**src/rtl/wb_port_arbiter.sv**
```systemverilog
// Register-file write-port arbiter: fixed priority ld > md > ex with per-source
// aging, final writeback data formation, and registered write-port outputs.
module wb_port_arbiter #(
    parameter int STARVE_LIMIT = 4,
    parameter int CONF_W       = 16
) (
    input  logic              clk,
    input  logic              resetn,
    input  logic              ld_valid,
    output logic              ld_ready,
    input  logic [4:0]        ld_rd,
    input  logic [31:0]       ld_data,
    input  logic              md_valid,
    output logic              md_ready,
    input  logic [4:0]        md_rd,
    input  logic [31:0]       md_data,
    input  logic              ex_valid,
    output logic              ex_ready,
    input  logic [4:0]        ex_rd,
    input  logic [2:0]        ex_sel,
    input  logic [31:0]       ex_alu_data,
    input  logic [31:0]       ex_pc,
    output logic              rf_we,
    output logic [4:0]        rf_waddr,
    output logic [31:0]       rf_wdata,
    output logic [2:0]        rf_wd_sel,
    output logic [CONF_W-1:0] conflict_cnt
);

    localparam logic [3:0] LIMIT_C = 4'(STARVE_LIMIT);

    localparam logic [2:0] SEL_ALU_C = 3'b000;
    localparam logic [2:0] SEL_MEM_C = 3'b001;
    localparam logic [2:0] SEL_PC_C  = 3'b010;
    localparam logic [2:0] SEL_MDU_C = 3'b011;

    function automatic logic at_least_two(input logic [2:0] v);
        return (v[0] & v[1]) | (v[0] & v[2]) | (v[1] & v[2]);
    endfunction

    logic [2:0]       valid_s;
    logic [2:0]       starved_s;
    logic [2:0]       cand_s;
    logic [2:0]       grant_s;
    logic [2:0][3:0]  wait_r;
    logic [4:0]       win_rd_s;
    logic [31:0]      win_data_s;
    logic [2:0]       win_code_s;

    // Starved sources form the candidate set when any exist; priority picks one.
    always_comb begin
        valid_s = {ex_valid, md_valid, ld_valid};
        for (int i = 0; i < 3; i++) begin
            starved_s[i] = valid_s[i] && (wait_r[i] == LIMIT_C);
        end
        if (|starved_s) begin
            cand_s = starved_s;
        end else begin
            cand_s = valid_s;
        end
        if (cand_s[0]) begin
            grant_s = 3'b001;
        end else if (cand_s[1]) begin
            grant_s = 3'b010;
        end else if (cand_s[2]) begin
            grant_s = 3'b100;
        end else begin
            grant_s = 3'b000;
        end
    end

    assign ld_ready = grant_s[0] & resetn;
    assign md_ready = grant_s[1] & resetn;
    assign ex_ready = grant_s[2] & resetn;

    // Winner's destination, data and source code; PC-link wraps at 32 bits.
    always_comb begin
        win_rd_s   = 5'd0;
        win_data_s = 32'd0;
        win_code_s = SEL_ALU_C;
        case (grant_s)
            3'b001: begin
                win_rd_s   = ld_rd;
                win_data_s = ld_data;
                win_code_s = SEL_MEM_C;
            end
            3'b010: begin
                win_rd_s   = md_rd;
                win_data_s = md_data;
                win_code_s = SEL_MDU_C;
            end
            3'b100: begin
                win_rd_s = ex_rd;
                if (ex_sel == SEL_PC_C) begin
                    win_data_s = ex_pc + 32'd4;
                    win_code_s = SEL_PC_C;
                end else begin
                    win_data_s = ex_alu_data;
                    win_code_s = SEL_ALU_C;
                end
            end
            default: begin
                win_rd_s   = 5'd0;
                win_data_s = 32'd0;
                win_code_s = SEL_ALU_C;
            end
        endcase
    end

    // Per-source aging counters, saturating at the starvation limit.
    always_ff @(posedge clk or negedge resetn) begin
        if (!resetn) begin
            wait_r <= '0;
        end else begin
            for (int i = 0; i < 3; i++) begin
                if (!valid_s[i] || grant_s[i]) begin
                    wait_r[i] <= 4'd0;
                end else if (wait_r[i] < LIMIT_C) begin
                    wait_r[i] <= wait_r[i] + 4'd1;
                end else begin
                    wait_r[i] <= wait_r[i];
                end
            end
        end
    end

    // Registered write port; r0 writes keep the source code but suppress the write.
    always_ff @(posedge clk or negedge resetn) begin
        if (!resetn) begin
            rf_we     <= 1'b0;
            rf_waddr  <= 5'd0;
            rf_wdata  <= 32'd0;
            rf_wd_sel <= 3'b000;
        end else if ((|grant_s) && (win_rd_s != 5'd0)) begin
            rf_we     <= 1'b1;
            rf_waddr  <= win_rd_s;
            rf_wdata  <= win_data_s;
            rf_wd_sel <= win_code_s;
        end else begin
            rf_we     <= 1'b0;
            rf_waddr  <= 5'd0;
            rf_wdata  <= 32'd0;
            rf_wd_sel <= win_code_s;
        end
    end

    // Saturating count of cycles with two or more requesters.
    always_ff @(posedge clk or negedge resetn) begin
        if (!resetn) begin
            conflict_cnt <= '0;
        end else if (at_least_two(valid_s) && (conflict_cnt != {CONF_W{1'b1}})) begin
            conflict_cnt <= conflict_cnt + CONF_W'(1);
        end else begin
            conflict_cnt <= conflict_cnt;
        end
    end

endmodule

```
**config.mk**
```make
export PLATFORM = sky130hd
export DESIGN_NAME = wb_port_arbiter
export DESIGN_NICKNAME = d
export VERILOG_FILES = /design/src/rtl/wb_port_arbiter.sv
export SDC_FILE = /design/constraint.sdc
export NUM_CORES = 1
export LEC_CHECK = 0
export CORE_ASPECT_RATIO = 0.75
export CORE_MARGIN = 5
export CORE_UTILIZATION = 60
export DETAILED_ROUTE_END_ITERATION = 8
export DONT_BUFFER_PORTS = 1
export PLACE_DENSITY_LB_ADDON = 0.25
export SETUP_SLACK_MARGIN = 0.05
export SLEW_MARGIN = 20
export SYNTH_ARGS = -nofsm -noshare
export SYNTH_HDL_FRONTEND = slang
export SYNTH_SLANG_ARGS = --single-unit
export TNS_END_PERCENT = 30
```
**constraint.sdc**
```tcl
create_clock -name clk -period 7.1 [get_ports clk]
set_input_delay 1.42 -clock clk [delete_from_list [all_inputs] [get_ports clk]]
set_output_delay 1.42 -clock clk [all_outputs]
set_load 0.03 [all_outputs]
```
# Word level (Yosys, flattened, before mapping)
# Cells that the tools add are included.
[totals]
register_bits = 69
latchBits = 0
mem_bits_rw = 0
mem_bits_ro = 0
inputBits = 151
out_inout_bits = 60
elab_cells = 67
n_memories = 0
[classes]
addsub = 5
multipliers = 0
div_mod_pow = 0
n_lt_le_gt_ge = 3
eq_ne = 8
n_shift = 0
muxes = 18
bitwise_logic = 8
n_reduce_logical = 17
[op_table]
columns = ["op", "count"]
rows = [
  ["one-hot mux 32 bit (3 select lines)", 1],
  ["2-to-1 mux 32 bit", 2],
  ["adder 32 x 3 -> 32 bit, second input constant", 1],
  ["2-to-1 mux 4 bit", 6],
  ["adder 16 x 1 -> 16 bit, second input constant", 1],
  ["inequality test 16 bit, second input constant", 1],
  ["one-hot mux 5 bit (3 select lines)", 1],
  ["adder 4 x 1 -> 4 bit, second input constant", 3],
  ["== test 4 x 3 -> 1 bit, second input constant", 3],
  ["< comparator 4 x 3 -> 1 bit, second input constant", 3],
  ["2-to-1 mux 3 bit", 4],
  ["AND 1 bit", 6],
  ["== test 3 x 2 -> 1 bit, second input constant", 2],
  ["one-hot mux 2 bit (3 select lines)", 1],
  ["nonzero test 2 bit", 3],
  ["OR reduction 3 bit", 2],
  ["logical AND 1 bit", 5],
  ["2-to-1 mux 5 bit", 1],
  ["nonzero test 5 bit", 1],
  ["== test 3 x 1 -> 1 bit, second input constant", 1],
  ["== test 3 bit, second input constant", 1],
  ["logical NOT 1 bit", 3],
  ["logical OR 1 bit", 3],
  ["2-to-1 mux 2 bit", 1],
  ["2 further kinds", 3],
]

# Logic depth before layout (Yosys ltp)
[logic_depth]
depth_word = 12
ltp_mapped = 10

# Worst setup path after synthesis
# No wires, ideal clock.
[synth_timing]
path_type = "input to output"
start = "input port ld_valid"
end = "output port ex_ready"
arrival_ns = 2.778
slack_ns = 2.902
stages = 5
path_buffers = 2
cell_sequence = "buf_2 nor3b_1 o211a_4 clkbuf_1 and2_1"
[synth_via]
elab_chain_len = 7
[synth_rtl]
columns = ["element", "line", "text"]
rows = [
  ["start, declared", "9", "input logic ld_valid,"],
  ["logical AND 1 bit", "54", "starved_s[i] = valid_s[i] && (wait_r[i] == LIMIT_C);"],
  ["OR reduction 3 bit", "56", "if (|starved_s) begin"],
  ["2-to-1 mux 3 bit (*)", "56", ""],
  ["2-to-1 mux 3 bit", "65", "end else if (cand_s[2]) begin"],
  ["2-to-1 mux 3 bit", "63", "end else if (cand_s[1]) begin"],
  ["2-to-1 mux 3 bit (*)", "61", "if (cand_s[0]) begin"],
  ["AND 1 bit (*)", "74", "assign ex_ready = grant_s[2] & resetn;"],
  ["end, declared", "18", "output logic ex_ready,"],
]
# Mark *: on every way between the ends. The rest lies on a longest branch, timed or not.

# Final worst setup path
[layout_timing]
start = "input port ld_valid"
end = "output port ld_ready"
[layout_via]
elab_chain_len = 6
[layout_rtl]
columns = ["element", "line", "text"]
rows = [
  ["logical AND 1 bit", "54", ""],
  ["OR reduction 3 bit", "56", ""],
  ["2-to-1 mux 3 bit (*)", "56", ""],
  ["2-to-1 mux 3 bit", "63", ""],
  ["2-to-1 mux 3 bit (*)", "61", ""],
  ["AND 1 bit (*)", "72", "assign ld_ready = grant_s[0] & resetn;"],
  ["end, declared", "10", "output logic ld_ready,"],
]
# Marked as above.

==> out/qor.txt <==
Initial antenna violation count: 0
Reg2Reg Setup Slack: 4.14 ns
Largest cells by area after synthesis: dfrtp_1, xnor2_1, a222oi_1, nand2_1, a21oi_1
Rel. slew slack: 0.415
Type of the worst setup path: in -> out
#FFs+latches synth: 68
Mapped cell area: 0.00401 sq mm
IO Port Bufs: 0
Htree depth: 3
Fmax: 237 MHz
CP Launch Type: input pin
Reg-to-Reg Start: wait_r[8]
Nets@finish: 581
Primary FF master, synth: dfrtp_1
Most common cell after layout, fill and taps aside: dfrtp_1
Clk pin slew, worst setup/hold paths: 0.08 ns
Clock Path Buffers: 2
CP Capture Type: output pin
Top Ports: 211
Commonest non-fill, non-tap cells in the layout: dfrtp_1, nand2_1, nor2_1
Unique masters post-synth: 49
Register area: 0.00170 sq mm
CTS resizes: 0
R2r endpoint: rf_wdata[21]
Routed WL: 11900 um
Gpl congestion: 0.875
Largest net degree at the start of global routing: 72
Post-synth top area cell: dfrtp_1
Detailed Routing Iterations Pass 1: 6
Peak VDD IR: 0.000120 V
First-pass GRT wire length: 18700 um
Dpl cells: 492
Vias in the first global route: 3449
Min Tclk post-route: 4.21 ns
Static leakage power: 1.70 nW
Final Core Density: 0.658
Die Area: 0.00844 sq mm
Total global routing overflow: 0
RSZ-0062 raised after global routing: no
Min Hold Slack: 0.565 ns
Syn Area/Cell: 9.26 sq um
Layout Cells excl Fill: 508
CTS tree: built
Filler instances: 534
Worst Path Max Fanout: 38
Yosys warns: 0
Hold WC Path Type: reg -> reg
Critical path, cell by cell: and4b_1, a31o_2, and2_1
Status: completed
CTS buffer count: 9
DRC viols: 0
CP max stage delay: 0.68 ns
WP data required: 5.68 ns
Total power: 0.00104 W
DIE HEIGHT: 80.8 um
Final worst-path cycle share: 0.593
Antenna cells: 0
Syn Nets: 592
# clock sinks: 68
Rows: 25
Synth Instances: 433
Total of max-cap violations: 0
Routed WL per cell: 23.4 um
Post-CTS setup buffer count: 0
Number of synthesized flops with an enable pin: 0
Die W: 104 um
Iteration-0 DRC Markers: 282
Slew @ Worst Pin: 0.866 ns
Top-area cell type share of the netlist area: 0.424
Area Overhead vs Synth: 5.15%
Ys async rst share: 1.00
Via density: 6.84
Hold_sp: wait_r[3]
Sum of negative setup slack: 0 ns
Routed Antenna Nets: 0
Arrival time worst endpoint: 2.79 ns
Initial Util: 0.625
Final Hold Violating Endpoints: 0
Vias: 3473
Hold buffer count at CTS: 0
DP HPWL: 9090 um
Slew Viols, Final: 0
Layout cell share with drive strength beyond 1: 0.0749
Power per cell area: 246 mW/mm^2
Total GRT Usage: 0.282
Final setup fails: 0
Core area: 0.00641 sq mm
Hold Crit Depth: 2
Sequential-to-total area share from yosys stat: 0.424
Worst skew pair latency: 0.36 ns
Reg2reg path depth: 9
Slowest CP cell: a31o_2
Setup Skew: 0.00781 ns
Hold endpoint: wait_r[3]
Multi-input gate area: 0.00211 sq mm
Clk root buf: clkbuf_8
[stage by stage]
stage	cell area (sq um)	setup WS, ns
final	4220	2.89
after global routing	4220	2.83
after CTS	4210	2.88
after detailed placement	4010	2.88
after global placement	4010	2.93
after floorplan	4010	2.90
[where the power goes]
part	internal (W)	switching, W	total (W)
Sequential	0.000433	0.000134	0.000567
Clock	0.000168	0.000167	0.000335
Combinational	0.0000601	0.0000752	0.000135
Total	0.000661	0.000376	0.00104
[state kept, by name, summed over array words and instances, names as in the netlist]
| signal | count |
|---|---|
| conflict_cnt | 16 |
| rf_wdata | 32 |
| rf_waddr | 5 |
| rf_we | 1 |
| wait_r | 12 |
| rf_wd_sel | 2 |
[cell type report]
type,count,area share
multi-input combinational,320,0.500
inverter,20,0.0178
clock inverter,7,0.0196
timing repair buffer,3,0.00534
tap,81,0.0240
sequential,68,0.404
clock buffer,9,0.0294
[logic make-up after synthesis]
logic type      count (synthesis)  synth area share
simple gates                  161             0.209
mux                             6            0.0159
other cells                     1          0.000935
fa+ha+maj                       9            0.0275
flops                          68             0.424
buf+inv                        45            0.0515
compound gates                105             0.188
xor+xnor                       38            0.0830
[worst max-delay path, delay by kind of cell]
kind            cells  cell delay, ns
simple gates        2            0.69
compound gates      1            0.68
[cell usage after synthesis (3+ instances only)]
master / n
a21o_1: 5
a21oi_1: 29
a221o_1: 3
a221oi_1: 4
a222oi_1: 18
a22oi_1: 11
a31oi_1: 10
and2_1: 4
and3_1: 6
buf_2: 3
buf_6: 4
clkbuf_1: 17
dfrtp_1: 68
ha_1: 8
inv_1: 20
mux2_2: 3
mux2i_1: 3
nand2_1: 43
nand2b_1: 3
nand3_1: 24
nand4_1: 11
nor2_1: 37
nor3_1: 9
nor4_1: 3
o211ai_1: 8
o21ai_0: 10
or3_1: 5
xnor2_1: 25
xor2_1: 13
[worst max-delay path by stage]
stage	from	to	slack (ns)	depth (start not counted)
3_5_place_dp	ld_valid	ld_ready	2.88	3
2_1_floorplan	ld_valid	ex_ready	2.90	5
3_3_place_gp	ld_valid	ld_ready	2.93	3
6_report	ld_valid	ld_ready	2.89	3
5_1_grt	ld_valid	ld_ready	2.83	3
4_1_cts	ld_valid	ld_ready	2.88	3
[routing by layer]
metal  GRT usage  wire (um)  vias up
met4      0.0880        183        0
met1       0.335       4250     1633
met3       0.121       1650       28
met2       0.470       5830      247
met5           0          0        -
li1            -          -     1565
(Power assumes the default switching activity.)
